[src/rtl/fft_pkg.sv]
// Shared types, defaults and butterfly address arithmetic for the FFT scheduler.
package fft_pkg;

    localparam int unsigned DefNLog2   = 9;
    localparam int unsigned DefPipeLat = 3;

    typedef enum logic [2:0] {
        StIdle,
        StRun,
        StStall,
        StFlush,
        StFin
    } state_e;

    // Upper operand address of butterfly j in stage s.
    function automatic logic [31:0] bfly_addr_a(input logic [31:0] s, input logic [31:0] j);
        logic [31:0] half;
        half = 32'd1 << s;
        return ((j >> s) << (s + 32'd1)) | (j & (half - 32'd1));
    endfunction

    // Lower operand address; the upper address has bit s clear, so this never carries.
    function automatic logic [31:0] bfly_addr_b(input logic [31:0] s, input logic [31:0] j);
        return bfly_addr_a(s, j) + (32'd1 << s);
    endfunction

    // Twiddle index k << (n_log2-1-s); the caller truncates to n_log2-1 bits.
    function automatic logic [31:0] bfly_tw(input logic [31:0] n_log2, input logic [31:0] s,
                                            input logic [31:0] j);
        return (j & ((32'd1 << s) - 32'd1)) << (n_log2 - 32'd1 - s);
    endfunction

endpackage

[src/rtl/fft_delay_line.sv]
// Fixed-depth shift register with a shared freeze enable.
module fft_delay_line #(
    parameter int unsigned Width = 8,
    parameter int unsigned Depth = 3
) (
    input  logic             clk_i,
    input  logic             rst_ni,
    input  logic             hold_i,
    input  logic [Width-1:0] d_i,
    output logic [Width-1:0] q_o
);

    logic [Depth-1:0][Width-1:0] pipe_q;

    // Advance one slot per un-held cycle; reset discards every in-flight entry.
    always_ff @(posedge clk_i or negedge rst_ni) begin
        if (!rst_ni) begin
            pipe_q <= '0;
        end else if (!hold_i) begin
            pipe_q[0] <= d_i;
            for (int i = 1; i < int'(Depth); i++) begin
                pipe_q[i] <= pipe_q[i-1];
            end
        end
    end

    assign q_o = pipe_q[Depth-1];

endmodule

[src/rtl/fft_bfly_scheduler.sv]
// Stage/butterfly sequencer for an in-place radix-2 DIT FFT: read pairs, twiddle
// index, stage number, and write-back replay delayed by the datapath latency.
module fft_bfly_scheduler
    import fft_pkg::*;
#(
    parameter int unsigned N_LOG2   = DefNLog2,
    parameter int unsigned PIPE_LAT = DefPipeLat
) (
    input  logic                        clk_i,
    input  logic                        rst_ni,
    input  logic                        start_i,
    input  logic                        hold_i,
    output logic                        busy_o,
    output logic                        done_o,
    output logic                        rd_en_o,
    output logic [N_LOG2-1:0]           rd_addr_a_o,
    output logic [N_LOG2-1:0]           rd_addr_b_o,
    output logic [N_LOG2-2:0]           tw_addr_o,
    output logic [$clog2(N_LOG2)-1:0]   stage_o,
    output logic                        wr_en_o,
    output logic [N_LOG2-1:0]           wr_addr_a_o,
    output logic [N_LOG2-1:0]           wr_addr_b_o
);

    localparam int unsigned SW = $clog2(N_LOG2);
    localparam int unsigned JW = N_LOG2 - 1;
    localparam int unsigned CW = $clog2(PIPE_LAT + 1);
    localparam int unsigned DW = 1 + 2 * N_LOG2;

    localparam logic [JW-1:0] JLast = {JW{1'b1}};
    localparam logic [SW-1:0] SLast = SW'(N_LOG2 - 1);
    localparam logic [CW-1:0] CLast = CW'(PIPE_LAT - 1);

    state_e            state_q, state_d;
    logic [SW-1:0]     s_q, s_d;
    logic [JW-1:0]     j_q, j_d;
    logic [CW-1:0]     cnt_q, cnt_d;
    logic              busy_q, busy_d;
    logic              done_q, done_d;
    logic              rd_en_q, rd_en_d;
    logic [N_LOG2-1:0] addr_a_q, addr_a_d;
    logic [N_LOG2-1:0] addr_b_q, addr_b_d;
    logic [JW-1:0]     tw_q, tw_d;
    logic              issue;
    logic [DW-1:0]     wr_bus;

    // Next-state and registered-output decode; a pair is loaded only when one issues.
    always_comb begin
        state_d = state_q;
        s_d     = s_q;
        j_d     = j_q;
        cnt_d   = cnt_q;
        busy_d  = busy_q;
        done_d  = 1'b0;
        issue   = 1'b0;
        case (state_q)
            StIdle: begin
                if (start_i) begin
                    state_d = StRun;
                    s_d     = '0;
                    j_d     = '0;
                    busy_d  = 1'b1;
                    issue   = 1'b1;
                end
            end
            StRun: begin
                if (j_q == JLast) begin
                    cnt_d   = '0;
                    state_d = (s_q == SLast) ? StFlush : StStall;
                end else begin
                    j_d   = j_q + JW'(1);
                    issue = 1'b1;
                end
            end
            StStall: begin
                if (cnt_q == CLast) begin
                    state_d = StRun;
                    s_d     = s_q + SW'(1);
                    j_d     = '0;
                    issue   = 1'b1;
                end else begin
                    cnt_d = cnt_q + CW'(1);
                end
            end
            StFlush: begin
                if (cnt_q == CLast) begin
                    state_d = StFin;
                    busy_d  = 1'b0;
                    done_d  = 1'b1;
                end else begin
                    cnt_d = cnt_q + CW'(1);
                end
            end
            StFin:   state_d = StIdle;
            default: state_d = StIdle;
        endcase
        rd_en_d  = issue;
        addr_a_d = issue ? N_LOG2'(bfly_addr_a(32'(s_d), 32'(j_d))) : addr_a_q;
        addr_b_d = issue ? N_LOG2'(bfly_addr_b(32'(s_d), 32'(j_d))) : addr_b_q;
        tw_d     = issue ? JW'(bfly_tw(32'(N_LOG2), 32'(s_d), 32'(j_d))) : tw_q;
    end

    // State and output registers; hold freezes everything.
    always_ff @(posedge clk_i or negedge rst_ni) begin
        if (!rst_ni) begin
            state_q  <= StIdle;
            s_q      <= '0;
            j_q      <= '0;
            cnt_q    <= '0;
            busy_q   <= 1'b0;
            done_q   <= 1'b0;
            rd_en_q  <= 1'b0;
            addr_a_q <= '0;
            addr_b_q <= '0;
            tw_q     <= '0;
        end else if (!hold_i) begin
            state_q  <= state_d;
            s_q      <= s_d;
            j_q      <= j_d;
            cnt_q    <= cnt_d;
            busy_q   <= busy_d;
            done_q   <= done_d;
            rd_en_q  <= rd_en_d;
            addr_a_q <= addr_a_d;
            addr_b_q <= addr_b_d;
            tw_q     <= tw_d;
        end
    end

    fft_delay_line #(
        .Width (DW),
        .Depth (PIPE_LAT)
    ) u_wr_delay (
        .clk_i  (clk_i),
        .rst_ni (rst_ni),
        .hold_i (hold_i),
        .d_i    ({rd_en_q, addr_a_q, addr_b_q}),
        .q_o    (wr_bus)
    );

    assign busy_o      = busy_q;
    assign done_o      = done_q;
    assign rd_en_o     = rd_en_q;
    assign rd_addr_a_o = addr_a_q;
    assign rd_addr_b_o = addr_b_q;
    assign tw_addr_o   = tw_q;
    assign stage_o     = s_q;
    assign {wr_en_o, wr_addr_a_o, wr_addr_b_o} = wr_bus;

endmodule
[config.mk]
export PLATFORM = sky130hd
export DESIGN_NAME = fft_bfly_scheduler
export DESIGN_NICKNAME = d
export VERILOG_FILES = /design/src/rtl/fft_pkg.sv /design/src/rtl/fft_delay_line.sv /design/src/rtl/fft_bfly_scheduler.sv
export SDC_FILE = /design/constraint.sdc
export NUM_CORES = 1
export LEC_CHECK = 0
export CAP_MARGIN = 20
export CORE_ASPECT_RATIO = 0.6
export CORE_UTILIZATION = 58
export CTS_CLUSTER_SIZE = 24
export DETAILED_ROUTE_END_ITERATION = 8
export PLACE_DENSITY = 0.81
export SLEW_MARGIN = 20
export SYNTH_ARGS = -nofsm -noshare
export SYNTH_HDL_FRONTEND = slang
export SYNTH_SLANG_ARGS = --single-unit
[constraint.sdc]
create_clock -name clk_i -period 6.5 [get_ports clk_i]
set_input_delay 0.65 -clock clk_i [delete_from_list [all_inputs] [get_ports clk_i]]
set_output_delay 0.65 -clock clk_i [all_outputs]
set_load 0.05 [all_outputs]
# ---- After elaboration in Yosys (flattened, before gate mapping)
# Cells that the tools add are included.
dict set report classes {
  muxes 24
  n_shift 4
  eq_ne 11
  addsub 7
  reduce_logical 8
  bitwise 3
}
# cell count
set op_table {}
lappend op_table {{AND 8 x 32 -> 32 bit} 1}
lappend op_table {{left shift 1 x 4 -> 32 bit (first input constant)} 1}
lappend op_table {{left shift 32 x 32 -> 8 bit} 1}
lappend op_table {{left shift 32 x 5 -> 9 bit} 1}
lappend op_table {{right shift 8 x 4 -> 32 bit} 1}
lappend op_table {{subtractor 32 x 1 -> 32 bit (second input constant)} 1}
lappend op_table {{2-to-1 mux 8 bit} 3}
lappend op_table {{one-hot mux 8 bit (3 select lines)} 1}
lappend op_table {{2-to-1 mux 3 bit} 4}
lappend op_table {{one-hot mux 3 bit (4 select lines)} 1}
lappend op_table {{inequality test 2 bit (second input constant)} 5}
lappend op_table {{adder 9 bit} 1}
lappend op_table {{OR 9 bit} 1}
lappend op_table {{adder 8 x 1 -> 8 bit (second input constant)} 1}
lappend op_table {{equality test 8 bit (second input constant)} 1}
lappend op_table {{2-to-1 mux 4 bit} 2}
lappend op_table {{one-hot mux 4 bit (2 select lines)} 1}
lappend op_table {{AND reduction 4 bit} 2}
lappend op_table {{2-to-1 mux 1 bit} 7}
lappend op_table {{equality test 3 x 2 -> 1 bit (second input constant)} 2}
lappend op_table {{adder 4 x 1 -> 5 bit (second input constant)} 1}
lappend op_table {{AND reduction 5 bit} 1}
lappend op_table {{subtractor 4 x 4 -> 5 bit (first input constant)} 1}
lappend op_table {{adder 4 x 1 -> 4 bit (second input constant)} 1}
lappend op_table {{other kinds (13)} 15}
dict set report word_totals {
  elab_cells 70
  regBits 103
  inputBits 4
  output_inout_bits 52
}

# ---- Depth between registers and ports, before layout
dict set report logic_depth {
  ltp_word 8
  ltp_mapped 25
  mapped_depth_nobuf 22
}

# ---- Cells and area by module
# From an unflattened synthesis, not the netlist that was laid out.
dict set report hier_totals {
  hier_cells 601
  area_unflattened_um2 6281.0
}
# module cells_each area_per_inst_um2 seq_area_each_um2 n_inst
set by_module_without_submodules {}
lappend by_module_without_submodules {fft_bfly_scheduler 462 3902.5 1151.1 1}
lappend by_module_without_submodules {fft_delay_line 139 2378.5 1426.4 1}

# ---- Worst setup path after synthesis
# Ideal clock, no wire load.
dict set report synth_timing {
  path_kind {register to register}
  from {register s_q[0] (netlist: stage_o[0])}
  to {register addr_b_q[8] (netlist: rd_addr_b_o[8])}
  arrival_time_ns 4.620
  path_buffers 2
  path_stages_with_launch 23
  setup_time_ns 0.122
  slack_ns 1.759
  required_ns 6.378
  period_less_slack_ns 4.741
  cell_sequence {dfrtp_1 nor4b_2 o21ai_1 nand2_2 inv_2 clkbuf_1 buf_1 ha_1 ha_1 nand2_1 ha_1 a31oi_1 a21o_1 fa_1 a21o_1 a21oi_1 o21bai_1 a21oi_1 o21ai_0 xor2_1 nor2_1 a22oi_1 nand2_1}
}
dict set report synth_between {
  elab_chain_cells 8
  word_cells_on_any_way 12
  cone_classes {add/sub: 4; shift: 3; mux: 3; bitwise: 2}
}
# element line
set synth_lines {}
lappend synth_lines {{start: declaration} fft_bfly_scheduler.sv:35} ;# logic [SW-1:0] s_q, s_d;
lappend synth_lines {{start signal: assignment} fft_bfly_scheduler.sv:107} ;# s_q <= '0;
lappend synth_lines {{start signal: assignment} fft_bfly_scheduler.sv:118} ;# s_q <= s_d;
lappend synth_lines {{adder 4 x 1 -> 4 bit} fft_bfly_scheduler.sv:78} ;# s_d = s_q + SW'(1);
lappend synth_lines {{2-to-1 mux 4 bit} fft_bfly_scheduler.sv:76} ;# if (cnt_q == CLast) begin
lappend synth_lines {{one-hot mux 4 bit (2 select lines) *} fft_bfly_scheduler.sv:56} ;# case (state_q)
lappend synth_lines {{left shift 1 x 4 -> 32 bit} --}
lappend synth_lines {{subtractor 32 x 1 -> 32 bit} --}
lappend synth_lines {{AND 8 x 32 -> 32 bit} --}
lappend synth_lines {{OR 9 bit} fft_pkg.sv:19} ;# return ((j >> s) << (s + 32'd1)) | (j & (half - 32'd1));
lappend synth_lines {{adder 9 bit *} fft_pkg.sv:24} ;# return bfly_addr_a(s, j) + (32'd1 << s);
lappend synth_lines {{end signal: assignment} fft_bfly_scheduler.sv:125} ;# addr_b_q <= addr_b_d;
lappend synth_lines {{end: declaration} fft_bfly_scheduler.sv:42} ;# logic [N_LOG2-1:0] addr_b_q, addr_b_d;
# Mark *: on every way between the ends. The rest lies on a longest branch, timed or not.
# A chain may end at the register's enable or synchronous reset.

# ---- Final worst setup path
dict set report layout_timing {
  from {register state_q[1]}
  to {register addr_b_q[8] (netlist: rd_addr_b_o[8])}
}
dict set report layout_between {
  elab_chain_cells 7
  word_cells_on_any_way 15
  cone_classes {add/sub: 3; eq/ne: 2; shift: 3; mux: 3; bitwise: 2; reduce/logical: 2}
}
# element line
set layout_lines {}
lappend layout_lines {{start: declaration} fft_bfly_scheduler.sv:34} ;# state_e state_q, state_d;
lappend layout_lines {{start signal: assignment} fft_bfly_scheduler.sv:106} ;# state_q <= StIdle;
lappend layout_lines {{start signal: assignment} fft_bfly_scheduler.sv:117} ;# state_q <= state_d;
lappend layout_lines {{equality test 3 x 2 -> 1 bit or logical NOT 3 bit (tied branches)} fft_bfly_scheduler.sv:56}
lappend layout_lines {{one-hot mux 4 bit (2 select lines)} fft_bfly_scheduler.sv:56}
lappend layout_lines {{left shift 1 x 4 -> 32 bit} --}
lappend layout_lines {{subtractor 32 x 1 -> 32 bit} --}
lappend layout_lines {{AND 8 x 32 -> 32 bit} --}
lappend layout_lines {{OR 9 bit} fft_pkg.sv:19}
lappend layout_lines {{adder 9 bit} fft_pkg.sv:24}
# Parallel ways exist; a longest one is shown, timed or not.

==> run_results.csv <==
group,metric,value,unit
power_and_ir_drop,p_clk_share,20.4,%
power_and_ir_drop,power_density,433,nW/um2
setup_path,critPathLaunch,"state_q[1]",
grt,grt_pass1_vias,4678,
setup_path,cp-end-kind,"register",
cts,clockRootBuffer,"clkbuf_16",
setup_path,regToRegStartpoint,"state_q[1]",
routing,drt-total-wl,16.4,mm
power_and_ir_drop,power_frac_seq,33.4,%
setup_path,cp_data_arrival_time,5810,ps
grt,grt_pass1_wl,26.0,mm
routing,dr_total_vias,5193,
cts,hold_buffers,0,
routing,via_per_inst,6.63,
cts,htreeDepth,3,
grt,grt_max_degree,68,
synth,syn_avg_cell_area,9.87,um2
cts,cts_resized,0,
grt,grtUsageTotal,31.5,%
synth,netlist_area,6170,um2
floorplanning,core,10100,um2
power_and_ir_drop,power_frac_comb,46.2,%
placed_design,gp_congestion,0.936,
synth,synth_flop_cell,"dfrtp_1",
floorplanning,die_h,81.9,um
cts,cts-buffers-inserted,9,
cts,clk_latency,350,ps
cts,cts.sinks,103,
sta,hold_violations,0,
setup_path,cp.required,6740,ps
finish,final_layout_size_suffix_gt1_share,16.8,%
sta,timing.final.setup_violations,0,
setup_path,start_kind,"register",
synth,syn_nets,651,
floorplanning,io-pin-count,56,
power_and_ir_drop,intPower,1.72,mW
cts,cts_tree,"yes",
min_path,min_path_type,"input port to asynchronous set/reset pin",
sta,worst_slew_pin_slew,806,ps
cts,post_cts_buffers,0,
floorplanning,start_util,61.1,%
synth,async_flop_share,100,%
power_and_ir_drop,leakagePower,3.14,nW
routing,drt_iter0_drc,674,
sta,finalWorstSetupSlack,927,ps
routing,wire_per_inst,20.9,um
synth,seq_area_frac_synth,41.8,%
grt,antenna_found_initial,0,
sta,worst_clock_skew,8.45,ps
routing,antenna_left,0,
power_and_ir_drop,peakVddDrop,0.339,mV
finish,fin_nets,669,
sta,fin_crit_sh,85.7,%
sta,relSlewSlack,46.3,%
synth,synth-edff-count,0,
placed_design,io_buffers,55,
sta,slew_violations,0,
finish,area_growth,13.2,%
synth,synth_cell_types,73,
cts,clk_pin_slew,70,ps
floorplanning,die_area,11100,um2
sta,period_minus_slack,5570,ps
sta,fmax,179,MHz
placed_design,place_hpwl,11.8,mm
placed_design,dp_slack,1030,ps
power_and_ir_drop,switching_share,43.3,%
floorplanning,row_count,28,
routing,dr.pass1.iters,6,
flow_run,maxCapViolations,0,
finish,finish.utilization,69.2,%
outcome,status,"finished, final reports clean",
finish,antenna_cells,0,
sta,rsz0062_at_grt,"no",
grt,overflow,0,
synth,synth_seq_cells,103,
sta,fin_tns_setup,0,ps
synth,syn_inst,625,
routing,drc,0,
setup_path,path_class,"register to register",
cts,clockBufferDepth,2,
floorplanning,die_w,135,um
power_and_ir_drop,p_sw,1.31,mW
setup_path,cp_max_fo,24,
synth,yosys_warnings,0,
final timing paths:
check                                   endpoint  cells after the start  slack (ps)
max in group asynchronous  u_wr_delay.pipe_q[36]                      2        5050
hold / removal                u_wr_delay.q_o[15]                      1         300
setup / recovery                  rd_addr_b_o[8]                     19         930
min in group clk_i                        done_o                      2         490
hold reg to reg                           done_o                      2         490
setup reg to reg                  rd_addr_b_o[8]                     19         930
cells in the final DEF, fill, tap and decap left out, drive strengths merged, types with 8 or more instances in the layout:
cell type / Yosys / layout
a21oi: 30 / 30
a31oi: 10 / 10
and2: 10 / 10
and3: 8 / 8
buf: 31 / 10
clkbuf: 25 / 10
clkdlybuf4s50: 0 / 53
dfrtp: 103 / 103
ha: 21 / 21
inv: 17 / 19
mux2: 69 / 69
mux2i: 9 / 9
nand2: 67 / 67
nand3: 12 / 12
nand4: 9 / 9
nor2: 29 / 29
nor3: 14 / 14
o21ai: 38 / 38
o31ai: 8 / 8
or3: 8 / 8
xnor2: 9 / 9
state kept, by name, summed over array words and instances, names as in the netlist, 2 cells and up:
register and count:
rd_addr_b_o 9, state_q 3, j_q 8, tw_addr_o 8, u_wr_delay.q_o 19, cnt_q 2
rd_addr_a_o 9, u_wr_delay.pipe_q 38, stage_o 4
power by group through the flow:
stage               clock [mW]  combinational [mW]  sequential, mW
floorplan                    0               0.846            1.17
global placement             0                1.35            1.00
detailed placement           0                1.37            1.02
CTS                      0.626                1.38            1.01
global route             0.647                1.48            1.04
finish                   0.617                1.40            1.01
synthesized netlist by cell type (all sizes together) (9+ instances only):
library cell	number	area (um2)
inv	17	63.8
nor3	14	70.1
nand2	67	254
a21oi	30	150
and2	10	62.6
xnor2	9	78.8
o21ai	38	190
a31oi	10	62.6
clkbuf	25	93.8
buf	31	204
nor2	29	111
ha	21	263
mux2	69	785
mux2i	9	90.1
nand3	12	60.1
nand4	9	56.3
dfrtp	103	2580
area by class of cell:
type                    count  area, um2
inverters                  19       71.3
clock buffers              10        239
repair buffers             63        603
clock inverters             6        100
flip-flops and latches    103       2580
well taps                 135        169
fillers                   774       3110
multi-input cells         447       3220
critical path: stages, from the launching register on:
cell and delay (ps):
dfrtp_1 820, nor3b_2 480, nand3_1 190, nand2_1 130, buf_4 220, inv_2 140, ha_1 260, ha_1 280
or3_1 420, a21o_1 170, o21ai_0 420, a21bo_2 280, a211o_1 280, ha_1 310, a21oi_1 260, o21ai_0 190
xor2_1 240, nor2_1 100, a22oi_1 200, nand2_1 70
per-layer routing:
metal  vias up  routed length (um)  track usage [%]
met5         -                   0                0
met4         0                 195             6.97
met3        29                2060             10.9
met2       314                6580             43.9
met1      2533                7540             46.3
li1       2317                   -                -
metrics by stage:
step                hold slack (ps)  total power, mW  std cells  cell area, um2
CTS                             320             3.01        783            6980
global route                    340             3.16        783            6980
detailed placement              466             2.38        767            6640
global placement                467             2.36        767            6640
floorplan                       354             2.02        625            6170
finish                          295             3.02        783            6980
cells by family (layout without fill, tap and decap cells):
kind of cell / after synthesis / count (layout) / share of synthesized area, %
buffers and inverters: 75 / 98 / 5.98
XOR/XNOR: 12 / 12 / 1.70
multiplexers: 78 / 78 / 14.2
flip-flops: 103 / 103 / 41.8
adder cells (fa/ha/maj): 22 / 22 / 4.59
AO/OA/AOI/OAI: 159 / 159 / 17.7
AND/OR/NAND/NOR: 176 / 176 / 14.1
Note: power is estimated with default switching activity, not from simulation.
